**config.mk**
```make
export PLATFORM = sky130hd
export DESIGN_NAME = sim_pattern_gen
export DESIGN_NICKNAME = d
export VERILOG_FILES = /design/src/rtl/sim_pattern_gen.sv
export SDC_FILE = /design/constraint.sdc
export NUM_CORES = 1
export LEC_CHECK = 0
export CAP_MARGIN = 25
export CORE_MARGIN = 2
export CORE_UTILIZATION = 35
export CTS_CLUSTER_SIZE = 14
export DETAILED_ROUTE_END_ITERATION = 12
export GPL_TIMING_DRIVEN = 0
export SYNTH_ARGS = -nofsm -noshare
export SYNTH_HDL_FRONTEND = slang
export SYNTH_SLANG_ARGS = --single-unit
```
**constraint.sdc**
```tcl
create_clock -name clk -period 4.93 [get_ports clk]
set_clock_uncertainty 0.1 [all_clocks]
set_input_delay 0.7395 -clock clk [delete_from_list [all_inputs] [get_ports clk]]
set_output_delay 0.7395 -clock clk [all_outputs]
set_load 0.02 [all_outputs]
```
**src/rtl/sim_pattern_gen.sv**
```systemverilog
// Pattern stimulus source: increment/decrement/walking-one/LFSR words on a valid/ready stream,
// optionally chopped into bursts separated by idle gaps.
module sim_pattern_gen #(
   parameter int unsigned DATA_W    = 32,
   parameter int unsigned LEN_W     = 16,
   parameter int unsigned GAP_W     = 8,
   parameter logic [31:0] LFSR_POLY = 32'h80200003
) (
   input  logic              clk,
   input  logic              rst,
   input  logic              En,
   input  logic [1:0]        Mode,
   input  logic [DATA_W-1:0] Seed,
   input  logic [LEN_W-1:0]  BurstLen,
   input  logic [GAP_W-1:0]  GapLen,
   output logic [DATA_W-1:0] DataOut,
   output logic              DataOutValid,
   input  logic              DataOutReady,
   output logic              BurstLast,
   output logic [LEN_W-1:0]  BeatCount,
   output logic              Busy
);

   localparam logic [1:0] StIdle = 2'd0;
   localparam logic [1:0] StRun  = 2'd1;
   localparam logic [1:0] StGap  = 2'd2;

   localparam logic [DATA_W-1:0] Poly = DATA_W'(LFSR_POLY);

   logic [1:0]        state_q, state_d;
   logic [DATA_W-1:0] data_q, data_d;
   logic [LEN_W-1:0]  beat_q, beat_d;
   logic [1:0]        mode_q, mode_d;
   logic [LEN_W-1:0]  blen_q, blen_d;
   logic [GAP_W-1:0]  glen_q, glen_d;
   logic [GAP_W-1:0]  gcnt_q, gcnt_d;
   logic [DATA_W-1:0] next_word;
   logic              burst_last;

   always_comb begin
      next_word = data_q;
      case (mode_q)
         2'd0:    next_word = data_q + DATA_W'(1);
         2'd1:    next_word = data_q - DATA_W'(1);
         2'd2:    next_word = {data_q[DATA_W-2:0], data_q[DATA_W-1]};
         default: next_word = data_q[0] ? ((data_q >> 1) ^ Poly) : (data_q >> 1);
      endcase
   end

   assign burst_last = (state_q == StRun) && (blen_q != '0) && (beat_q == blen_q - LEN_W'(1));

   always_comb begin
      state_d = state_q;
      data_d  = data_q;
      beat_d  = beat_q;
      mode_d  = mode_q;
      blen_d  = blen_q;
      glen_d  = glen_q;
      gcnt_d  = gcnt_q;
      case (state_q)
         StIdle: begin
            if (En) begin
               mode_d  = Mode;
               blen_d  = BurstLen;
               glen_d  = GapLen;
               // An all-zero LFSR state would lock up, so seed it with 1 instead
               data_d  = (Mode == 2'd3 && Seed == '0) ? DATA_W'(1) : Seed;
               beat_d  = '0;
               state_d = StRun;
            end
         end
         StRun: begin
            if (DataOutReady) begin
               if (!En) begin
                  state_d = StIdle;
                  data_d  = '0;
                  beat_d  = '0;
               end else begin
                  data_d = next_word;
                  if (burst_last) begin
                     beat_d = '0;
                     if (glen_q != '0) begin
                        state_d = StGap;
                        gcnt_d  = glen_q;
                     end
                  end else begin
                     beat_d = beat_q + LEN_W'(1);
                  end
               end
            end
         end
         StGap: begin
            if (!En) begin
               state_d = StIdle;
               data_d  = '0;
            end else if (gcnt_q <= GAP_W'(1)) begin
               state_d = StRun;
            end else begin
               gcnt_d = gcnt_q - GAP_W'(1);
            end
         end
         default: begin
            state_d = StIdle;
            data_d  = '0;
            beat_d  = '0;
         end
      endcase
   end

   always_ff @(posedge clk) begin
      if (rst) begin
         state_q <= StIdle;
         data_q  <= '0;
         beat_q  <= '0;
         mode_q  <= '0;
         blen_q  <= '0;
         glen_q  <= '0;
         gcnt_q  <= '0;
      end else begin
         state_q <= state_d;
         data_q  <= data_d;
         beat_q  <= beat_d;
         mode_q  <= mode_d;
         blen_q  <= blen_d;
         glen_q  <= glen_d;
         gcnt_q  <= gcnt_d;
      end
   end

   assign DataOut      = data_q;
   assign DataOutValid = (state_q == StRun);
   assign BurstLast    = burst_last;
   assign BeatCount    = beat_q;
   assign Busy         = (state_q != StIdle);

endmodule

```
; Word level (Yosys, flattened, before mapping)
; Index checks and enable logic that the tools add are counted.
[totals]
register_bits = 84
latch_bits = 0
ramBits = 0
mem_bits_ro = 0
input_bits = 62
output_inout_bits = 51
word_cells = 75
n_memories = 0
[classes]
addsub = 5
multipliers = 0
div_mod_pow = 0
order_cmp = 1
eq_ne = 17
shift = 0
muxes = 28
bitwise_logic = 2
n_reduce_logical = 15
[ops]
columns = cell, count
row1 = $mux W32, 6
row2 = $pmux W32 S3, 2
row3 = $mux W16, 4
row4 = $mux W8, 6
row5 = $pmux W16 S3, 1
row6 = $add A32 B1 Y32 const B, 1
row7 = $logic_not A32 Y1, 1
row8 = $sub A32 B1 Y32 const B, 1
row9 = $add A16 B1 Y16 const B, 1
row10 = $eq A16 B16 Y1, 1
row11 = $pmux W8 S2, 1
row12 = $reduce_bool A16 Y1, 1
row13 = $sub A16 B1 Y16 const B, 1
row14 = $mux W2, 7
row15 = $ne A2 B2 Y1 const B, 5
row16 = $le A8 B1 Y1 const B, 1
row17 = $reduce_bool A8 Y1, 1
row18 = $sub A8 B1 Y8 const B, 1
row19 = $reduce_and A7 Y1, 1
row20 = $eq A2 B2 Y1 const B, 3
row21 = $ne A2 B1 Y1 const B, 3
row22 = $ne A3 B2 Y1 const B, 2
row23 = $pmux W2 S3, 1
row24 = $reduce_and A3 Y1, 2
row25 = 9 further kinds, 14

; Logic depth before layout (Yosys ltp)
; Gate-level depths: netlist of run 1.
[logic_depth]
depth_word = 7
depth_mapped = 14
depth_no_buf = 11

; Least setup slack after synthesis of run 1
; Ideal clock, no wire load.
[synth_timing]
path_kind = reg2reg
startpoint = register mode_q[1]
endpoint = register data_q[28], in the netlist DataOut[28]
setup_ps = 117
t_arrival_ps = 3223
required_ps = 4713
slack_ps = 1490
path_stages_with_launch = 15
path_buffers = 3
period_less_slack_ps = 3440
cell_sequence = dfxtp_1 > nand2b_1 > clkbuf_1 > buf_1 > xnor2_1 > ha_1 > clkbuf_1 > or3_1 > o31a_1 > o211ai_1 > a21oi_1 > nor4_1 > a31oi_1 > a31o_2 > a32o_1
[synth_via]
elab_chain_cells = 5
word_cells_on_any_way = 7
cone_classes = eq/ne (2) / mux (4) / reduce/logical (1)
[synth_lines]
columns = element, line_no
row1 = start: declaration, 33  ; logic [1:0] mode_q, mode_d;
row2 = start signal: assignment, 123  ; mode_q <= mode_d;
row3 = "$eq A2 B2 Y1, or another cell as far along", 42  ; case (mode_q)
row4 = $pmux W32 S3 *, 42
row5 = $mux W32 *, 74  ; if (!En) begin
row6 = $mux W32 *, 73  ; if (DataOutReady) begin
row7 = $pmux W32 S3 *, 60  ; case (state_q)
row8 = end signal: assignment, 121  ; data_q <= data_d;
row9 = end: declaration, 31  ; logic [DATA_W-1:0] data_q, data_d;
; Mark *: on every way between the ends. The rest lies on a longest branch, timed or not. The select of a mux whose other input is x is not followed.
; A chain may end at the register's enable or synchronous reset.

; Worst setup path in the final report of run 1
[layout_timing]
startpoint = register mode_q[1]
endpoint = register data_q[18], in the netlist DataOut[18]
; Same word-level chain as after synthesis.

==> results of run 1 <==
-- per-stage QoR --
| stage | power, uW | cells | hold slack (ns) | setup WS, ns |
|---|---|---|---|---|
| floorplan | 1210 | 993 | 0.341 | 1.49 |
| global placement | 1470 | 1369 | 0.360 | 0.371 |
| detailed placement | 1470 | 1369 | 0.365 | 0.433 |
| CTS | 2160 | 1385 | 0.375 | 0.387 |
| global route | 2260 | 1385 | 0.401 | 0.181 |
| finish | 2160 | 1385 | 0.374 | 0.354 |
-- routing by layer --
| layer | global-route usage | vias to the layer above | wire length, um |
|---|---|---|---|
| met4 | 0.0853 | 0 | 750 |
| met5 | 0 | - | 0 |
| met3 | 0.0561 | 50 | 2250 |
| met2 | 0.381 | 369 | 11900 |
| li1 | - | 3856 | - |
| met1 | 0.360 | 3821 | 12700 |
-- worst max-delay path: cells and delay by family, from the launching register on --
kind	cells	cell delay (ns)
AO/OA/AOI/OAI	4	1.25
XOR/XNOR	2	0.21
adder cells (fa/ha/maj)	1	0.19
buffers and inverters	3	1.12
flip-flops	1	0.41
multiplexers	1	0.34
AND/OR/NAND/NOR	3	0.80
-- kinds of logic after synthesis --
kind of cell    count (synthesis)
xor+xnor                       60
fa+ha+maj                       6
simple gates                  411
buf+inv                       108
flops                          84
compound gates                281
mux                            43
-- worst paths after layout --
check           endpoint  cells past startpoint
min            glen_q[0]                      2
min reg2reg    glen_q[0]                      2
max reg2reg  DataOut[18]                     14
max          DataOut[18]                     14
-- where the power goes --
| group | switching, uW | internal, uW |
|---|---|---|
| logic | 440 | 278 |
| registers | 37.0 | 714 |
| clock network | 339 | 356 |
-- synthesized netlist by cell type, types with 6 or more instances --
| cell type | number | area (um2) |
|---|---|---|
| nor3b_1 | 7 | 52.6 |
| or3_1 | 17 | 106 |
| buf_6 | 6 | 67.6 |
| dfxtp_1 | 84 | 1680 |
| nor2b_1 | 8 | 50.1 |
| a221oi_1 | 7 | 61.3 |
| nor3_1 | 30 | 150 |
| xor2_1 | 23 | 201 |
| a21oi_1 | 82 | 410 |
| nor2_1 | 80 | 300 |
| clkbuf_1 | 66 | 248 |
| buf_1 | 12 | 45.0 |
| inv_1 | 17 | 63.8 |
| nand2_1 | 144 | 541 |
| nor4_1 | 27 | 169 |
| o21ai_0 | 64 | 320 |
| nand3_1 | 30 | 150 |
| and3_1 | 16 | 100 |
| o31ai_1 | 6 | 45.0 |
| o211ai_1 | 10 | 75.1 |
| nand2b_1 | 8 | 50.1 |
| a21o_1 | 15 | 113 |
| a22oi_1 | 22 | 165 |
| mux2i_1 | 40 | 400 |
| a211oi_1 | 6 | 45.0 |
| a31oi_1 | 13 | 81.3 |
| nand4_1 | 16 | 100 |
| xnor2_1 | 36 | 315 |
| ha_1 | 6 | 75.1 |
-- what timing repair did --
item,CTS,global route
buffers inserted,0,0
gates resized for setup,0,1
hold buffers,0,0
setup endpoints to repair,0,1
-- state kept, by name (all words and copies together) (netlist names) --
signal	flops
glen_q	8
BeatCount	16
gcnt_q	8
state_q	2
mode_q	2
DataOut	32
blen_q	16
-- final cells by class --
cell class	instances	area, um2
clock buffer	9	225
fill	2079	10800
sequential	84	1680
tap	265	332
clock inverter	7	62.6
buffer	91	402
multi-input combinational	801	4900
timing repair buffer	111	1110
inverter	17	63.8
==> impl_metrics.env, run 1 <==
export IMPL_status="finished, final reports clean"
export IMPL_regToRegStartpoint="mode_q[1]"
export IMPL_async_flop_share=0
export IMPL_cts_sinks=84
export IMPL_crit_path_start="mode_q[1]"
export IMPL_peakVddDrop_mv=0.188
export IMPL_crit_fanout=10
export IMPL_floorplan_initialDensity=0.360
export IMPL_power_leakage_uw=0.00316
export IMPL_routed_wl_um=27600
export IMPL_finalCriticalPeriod_ns=4.58
export IMPL_netlist_area_um2=7040
export IMPL_cts_root_buf="clkbuf_16"
export IMPL_clock_latency_ns=0.37
export IMPL_wire_per_inst_um=19.9
export IMPL_slowest_delay_ns=0.65
export IMPL_drcViolationCount=0
export IMPL_hold_start="glen_q[0]"
export IMPL_slew_viol_final=0
export IMPL_h_tree_depth=3
export IMPL_grt_pass1_wl_um=42900
export IMPL_ff2ff_setup_slack_ns=0.35
export IMPL_area_delta_synth_final_pct=24.6
export IMPL_hold_viol_final=0
export IMPL_synth_seq_cells=84
export IMPL_finalSetupViolations=0
export IMPL_viasPerCell=5.85
export IMPL_ant_nets=0
export IMPL_drtPass1Iterations=5
export IMPL_final_cell_mix="nand2_1 (144), clkdlybuf4s50_1 (111), dfxtp_1 (84), a21oi_1 (82), nor2_1 (80)"
export IMPL_avgSynthCellArea_um2=7.09
export IMPL_slowest_stage="o311ai_0"
export IMPL_fin_crit_sh=0.928
export IMPL_synth_main_ff_cell="dfxtp_1"
export IMPL_clockBufferDepth=2
export IMPL_rsz0062_at_grt="no"
export IMPL_n_antenna_cell=0
export IMPL_final_util=0.448
export IMPL_tightest_slew_ns=1.06
export IMPL_synth_net_count=1061
export IMPL_grt_max_degree=18
export IMPL_gp_congestion=0.955
export IMPL_setup_worst_path_class="reg2reg"
export IMPL_power_density_nw_per_um2=247
export IMPL_start_kind="flip-flop"
export IMPL_fmax_mhz=219
export IMPL_final_common_cell="nand2_1"
export IMPL_synth_warning_count=0
export IMPL_row_count=51
export IMPL_cts_tree="yes"
export IMPL_arrival_ns=4.69
export IMPL_synthMuxAreaShare=0.0616
export IMPL_ys_seq_area_frac=0.239
export IMPL_clkSlewWorstSetupHoldPaths_ns=0.07
export IMPL_port_buffers=111
export IMPL_synthXorXnorAreaFrac=0.0767
export IMPL_synth_simple_area_share=0.288
export IMPL_numCtsBuffers=9
export IMPL_dieArea_um2=21300
export IMPL_nNetsFinal=1183
export IMPL_place_area_um2=8490
export IMPL_die_x_um=146
export IMPL_grt_ovfl_total=0
export IMPL_synthAdderAreaFrac=0.0107
export IMPL_worstPathCellList="nand2b_1 > clkbuf_1 > clkbuf_2 > xnor2_1 > ha_1 > clkbuf_1 > or3_1 > o31ai_1 > nand3_1 > o311ai_0 > mux2i_1 > xor2_1 > o21ai_0 > o21ai_0"
export IMPL_grt_pass1_vias=7496
export IMPL_vias=8096
export IMPL_grt_antenna_before_repair=0
export IMPL_worstPathRequired_ns=5.04
export IMPL_synth_edf_count=0
export IMPL_maxCapViolCount=0
export IMPL_synth_top_family_by_area="simple AND/OR/NAND/NOR gates"
export IMPL_synth_cell_type_count=68
export IMPL_drive_gt1_frac=0.0438
export IMPL_dieHeight_um=146
export IMPL_tns_ns=0
export IMPL_post_route_cell_area_um2=8780
export IMPL_hold_class="reg2reg"
export IMPL_io_pins=113
export IMPL_synth_compound_gate_area_share=0.259
export IMPL_syn_inst=993
export IMPL_slew_headroom=0.272
export IMPL_grt_usage=0.254
export IMPL_end_kind="flip-flop"
export IMPL_drt_iter0_markers=866
export IMPL_core_um2=19600
export IMPL_hpwl_um=20600
Power figures use the tool's default switching activity.
==> run 2: changes to the inputs <==
--- a/config.mk
+++ b/config.mk
@@ -6,7 +6,6 @@
 export NUM_CORES = 1
 export LEC_CHECK = 0
 export CAP_MARGIN = 25
-export CORE_MARGIN = 2
 export CORE_UTILIZATION = 35
 export CTS_CLUSTER_SIZE = 14
 export DETAILED_ROUTE_END_ITERATION = 12
==> run 2 against run 1 <==
Against the previous run: global-route usage increased by 1.4 points; wire length shrank 0.13%; via count down 0.94%; clock power is 2% higher; first-iteration DRC count shrank 4.3%; final cell count is the same; utilization up 0.057 points; worst hold slack worse by 0.0031 ns; total power is 0.65% higher; sequential power about the same; critical endpoint is now DataOut[28]; largest cell class unchanged.
==> impl_metrics.env, run 2 (synthesis results as in run 1) <==
export IMPL_status="finished, final reports clean"
export IMPL_drcViolationCount=0
export IMPL_final_cell_mix="nand2_1 (144), clkdlybuf4s50_1 (111), dfxtp_1 (84), a21oi_1 (82), nor2_1 (80)"
export IMPL_seqPwrFrac=0.345
export IMPL_row_count=51
export IMPL_fmax_mhz=210
export IMPL_tightest_slew_ns=1.07
export IMPL_routed_wl_um=27600
export IMPL_floorplan_initialDensity=0.360
export IMPL_area_delta_synth_final_pct=24.7
export IMPL_cts_tree="yes"
export IMPL_h_tree_depth=3
export IMPL_tns_ns=0
export IMPL_cts_setup_buffers=0
export IMPL_nNetsFinal=1183
export IMPL_power_leakage_uw=0.00315
export IMPL_cts_hold_buf=0
export IMPL_start_kind="flip-flop"
export IMPL_slew_headroom=0.268
export IMPL_port_buffers=111
export IMPL_core_um2=19600
export IMPL_setup_ws_ns=0.160
export IMPL_grt_antenna_before_repair=0
export IMPL_clock_latency_ns=0.36
export IMPL_vias=8020
export IMPL_grt_max_degree=16
export IMPL_hold_class="reg2reg"
export IMPL_hpwl_um=20600
export IMPL_slew_viol_final=0
export IMPL_fin_crit_sh=0.968
export IMPL_rsz0062_at_grt="no"
export IMPL_swShare=0.362
export IMPL_cts_sinks=84
export IMPL_grt_usage=0.269
export IMPL_cts_root_buf="clkbuf_16"
export IMPL_wire_per_inst_um=19.9
export IMPL_n_antenna_cell=0
export IMPL_io_pins=113
export IMPL_hold_viol_final=0
export IMPL_peakVddDrop_mv=0.200
export IMPL_arrival_ns=4.91
export IMPL_dieArea_um2=20700
export IMPL_ctsResizeCount=0
export IMPL_dp_slack_ns=0.363
export IMPL_setup_worst_path_class="reg2reg"
export IMPL_final_common_cell="nand2_1"
export IMPL_clkPwrFrac=0.325
export IMPL_die_x_um=144
export IMPL_power_density_nw_per_um2=248
export IMPL_end_kind="flip-flop"
export IMPL_drt_iter0_markers=829
export IMPL_post_route_cell_area_um2=8790
export IMPL_numCtsBuffers=9
export IMPL_gp_congestion=0.953
export IMPL_drive_gt1_frac=0.0420
export IMPL_place_area_um2=8490
export IMPL_largest_reg_flops=32
export IMPL_finalSetupViolations=0
export IMPL_grt_ovfl_total=0
export IMPL_clockBufferDepth=2
export IMPL_clkSlewWorstSetupHoldPaths_ns=0.07
export IMPL_grt_pass1_wl_um=42200
export IMPL_worstPathRequired_ns=5.07
export IMPL_combinationalPowerShare=0.330
export IMPL_grt_pass1_vias=7299
export IMPL_finalCriticalPeriod_ns=4.77
export IMPL_ant_nets=0
export IMPL_p_int_uw=1390
export IMPL_maxCapViolCount=0
export IMPL_crit_fanout=10
export IMPL_power_switching_uw=788
export IMPL_final_util=0.449
export IMPL_dieHeight_um=144
export IMPL_drtPass1Iterations=5
export IMPL_viasPerCell=5.79
==> run 2: cell types whose count changed in the layout (fill, tap and decap cells not counted), sizes merged <==
cell,change
inv,-4
clkinvlp,+1
buf,+1
bufinv,+1
clkinv,+1
==> run 2: layout make-up <==
class / count / area [um2]
Clock inverter: 6 / 71.3
Multi-Input combinational cell: 801 / 4900
Timing Repair Buffer: 111 / 1110
Fill cell: 2059 / 10800
Inverter: 17 / 63.8
Tap cell: 265 / 332
Sequential cell: 84 / 1680
Clock buffer: 10 / 229
Buffer: 91 / 400
==> run 2: per-layer routing <==
metal | part of all wire | track usage | vias up
li1 | - | - | 3851
met1 | 0.47 | 0.384 | 3788
met2 | 0.44 | 0.407 | 339
met3 | 0.075 | 0.0433 | 42
met4 | 0.020 | 0.0857 | 0
met5 | 0 | 0 | -
==> run 2: path summary, 6_finish.rpt <==
kind | cells after the start | to | from | slack, ns
worst max register to register | 14 | DataOut[28] | mode_q[1] | 0.16
worst min-delay path | 2 | glen_q[4] | glen_q[4] | 0.37
worst min register to register | 2 | glen_q[4] | glen_q[4] | 0.37
worst max-delay path | 14 | DataOut[28] | mode_q[1] | 0.16
==> run 2: power by group through the flow <==
stage | Clock, uW | Sequential [uW] | Combinational [uW]
after global placement | 0 | 766 | 701
after floorplan | 0 | 781 | 431
final | 707 | 751 | 720
after CTS | 719 | 751 | 706
after global routing | 744 | 756 | 774
after detailed placement | 0 | 766 | 702
==> run 2: worst max-delay path, stage by stage (launching register included) <==
cell and delay [ns]:
dfxtp_1 0.39, nand2b_1 0.22, clkbuf_1 0.50, buf_1 0.57, xnor2_1 0.13, ha_1 0.20
clkbuf_1 0.21, or3_1 0.39, o31a_1 0.31, o211ai_1 0.54, a21oi_1 0.17, nor4_1 0.24
a31oi_1 0.14, a31o_2 0.28, a32o_1 0.25
==> run 2: metrics by stage <==
stage / std cells / total power (uW) / hold slack (ns)
after floorplan: 993 / 1210 / 0.341
after detailed placement: 1369 / 1470 / 0.364
after global placement: 1369 / 1470 / 0.357
after global routing: 1385 / 2270 / 0.385
after CTS: 1385 / 2180 / 0.373
final: 1385 / 2180 / 0.371
==> run 3: changes to the inputs <==
--- a/config.mk
+++ b/config.mk
@@ -10,6 +10,9 @@
 export CTS_CLUSTER_SIZE = 14
 export DETAILED_ROUTE_END_ITERATION = 12
 export GPL_TIMING_DRIVEN = 0
+export PLACE_DENSITY_LB_ADDON = 0.08
+export SLEW_MARGIN = 20
 export SYNTH_ARGS = -nofsm -noshare
 export SYNTH_HDL_FRONTEND = slang
 export SYNTH_SLANG_ARGS = --single-unit
+export TNS_END_PERCENT = 20
==> run 3 against run 2 <==
Against the previous run: utilization about the same; largest cell class unchanged; die area unchanged; via count about the same; critical path depth unchanged; critical endpoint unchanged; clock power up 2%.
==> impl_metrics.env, run 3 (synthesis results as in run 1) <==
export IMPL_finalCriticalPeriod_ns=4.60
export IMPL_wire_per_inst_um=20.3
export IMPL_io_pins=113
export IMPL_peakVddDrop_mv=0.171
export IMPL_clkSlewWorstSetupHoldPaths_ns=0.08
export IMPL_final_cell_mix="nand2_1 (144), clkdlybuf4s50_1 (111), dfxtp_1 (84), a21oi_1 (82), nor2_1 (80)"
export IMPL_drcViolationCount=0
export IMPL_ant_nets=0
export IMPL_cts_tree="yes"
export IMPL_numCtsBuffers=9
export IMPL_crit_fanout=10
export IMPL_cts_hold_buf=0
export IMPL_power_density_nw_per_um2=250
export IMPL_grt_usage=0.274
export IMPL_grt_pass1_vias=7268
export IMPL_crit_buf_inv=3
export IMPL_status="finished, final reports clean"
export IMPL_end_kind="flip-flop"
export IMPL_worst_path_dominant_cell_family="compound AO/OA/AOI/OAI gates"
export IMPL_row_count=51
export IMPL_grt_pass1_wl_um=42400
export IMPL_ff2ff_setup_slack_ns=0.33
export IMPL_hold_viol_final=0
export IMPL_fmax_mhz=217
export IMPL_finalSetupViolations=0
export IMPL_slew_viol_final=0
export IMPL_grt_max_degree=19
export IMPL_nNetsFinal=1183
export IMPL_fin_crit_sh=0.933
export IMPL_clock_latency_ns=0.36
export IMPL_slew_headroom=0.419
export IMPL_dieHeight_um=144
export IMPL_dp_slack_ns=0.342
export IMPL_drtPass1Iterations=5
export IMPL_largest_reg_flops=32
export IMPL_gp_congestion=0.934
export IMPL_routed_wl_um=28100
export IMPL_grt_ovfl_total=0
export IMPL_floorplan_initialDensity=0.360
export IMPL_viasPerCell=5.79
export IMPL_ctsResizeCount=0
export IMPL_setup_worst_path_class="reg2reg"
export IMPL_arrival_ns=4.75
export IMPL_area_delta_synth_final_pct=24.8
export IMPL_start_kind="flip-flop"
export IMPL_die_x_um=144
export IMPL_maxCapViolCount=0
export IMPL_port_buffers=111
export IMPL_slowest_delay_ns=0.54
export IMPL_cts_sinks=84
export IMPL_vias=8022
export IMPL_tns_ns=0
export IMPL_worstPathRequired_ns=5.08
export IMPL_power_leakage_uw=0.00316
export IMPL_h_tree_depth=3
export IMPL_drt_iter0_markers=947
export IMPL_dieArea_um2=20700
export IMPL_final_common_cell="nand2_1"
export IMPL_core_um2=19600
export IMPL_rsz0062_at_grt="no"
export IMPL_tightest_slew_ns=0.859
export IMPL_hpwl_um=20800
export IMPL_cts_root_buf="clkbuf_16"
export IMPL_hold_ws_ns=0.381
export IMPL_place_area_um2=8490
export IMPL_clockBufferDepth=2
export IMPL_setup_ws_ns=0.332
export IMPL_worstPathCellList="nand2b_1 > clkbuf_2 > buf_1 > xnor2_1 > ha_1 > clkbuf_1 > or3_1 > o31a_1 > o211ai_1 > a21oi_1 > nor4_1 > a31oi_1 > a31o_2 > a32o_1"
export IMPL_n_antenna_cell=0
export IMPL_grt_antenna_before_repair=0
export IMPL_post_route_cell_area_um2=8790
export IMPL_cts_setup_buffers=0
export IMPL_drive_gt1_frac=0.0438
export IMPL_hold_class="reg2reg"
export IMPL_final_util=0.449
export IMPL_slowest_stage="buf_1"
==> run 3: cell type report <==
| class | count | area, um2 |
|---|---|---|
| fillers | 2104 | 10800 |
| multi-input cells | 801 | 4900 |
| flip-flops and latches | 84 | 1680 |
| repair buffers | 111 | 1110 |
| plain buffers | 91 | 402 |
| well taps | 265 | 332 |
| clock buffers | 9 | 225 |
| clock inverters | 7 | 76.3 |
| inverters | 17 | 63.8 |
==> run 3: final timing paths <==
check	cells past startpoint	startpoint	to
setup / recovery	14	mode_q[1]	DataOut[28]
hold / removal	2	glen_q[2]	glen_q[2]
setup reg to reg	14	mode_q[1]	DataOut[28]
hold reg to reg	2	glen_q[2]	glen_q[2]
==> run 3: tightest hold or removal path, stage by stage, from the launching register on <==
cell	delay, ns
dfxtp_1	0.33
nand2_1	0.06
a21oi_1	0.05
==> run 3: metal layers <==
| metal | GRT usage | up-vias | share of wire |
|---|---|---|---|
| met3 | 0.0430 | 33 | 0.081 |
| met2 | 0.411 | 368 | 0.42 |
| met1 | 0.400 | 3770 | 0.48 |
| met4 | 0.0801 | 0 | 0.019 |
| met5 | 0 | - | 0 |
| li1 | - | 3851 | - |
==> run 3: stage by stage <==
step / cells / power (uW)
global placement: 1369 / 1470
finish: 1385 / 2200
floorplan: 993 / 1210
CTS: 1385 / 2190
global route: 1385 / 2280
detailed placement: 1369 / 1470
==> run 3: power breakdown <==
part / internal (uW) / switching, uW / total [uW]
clock network: 362 / 361 / 722
registers: 713 / 38.7 / 752
logic: 278 / 445 / 723
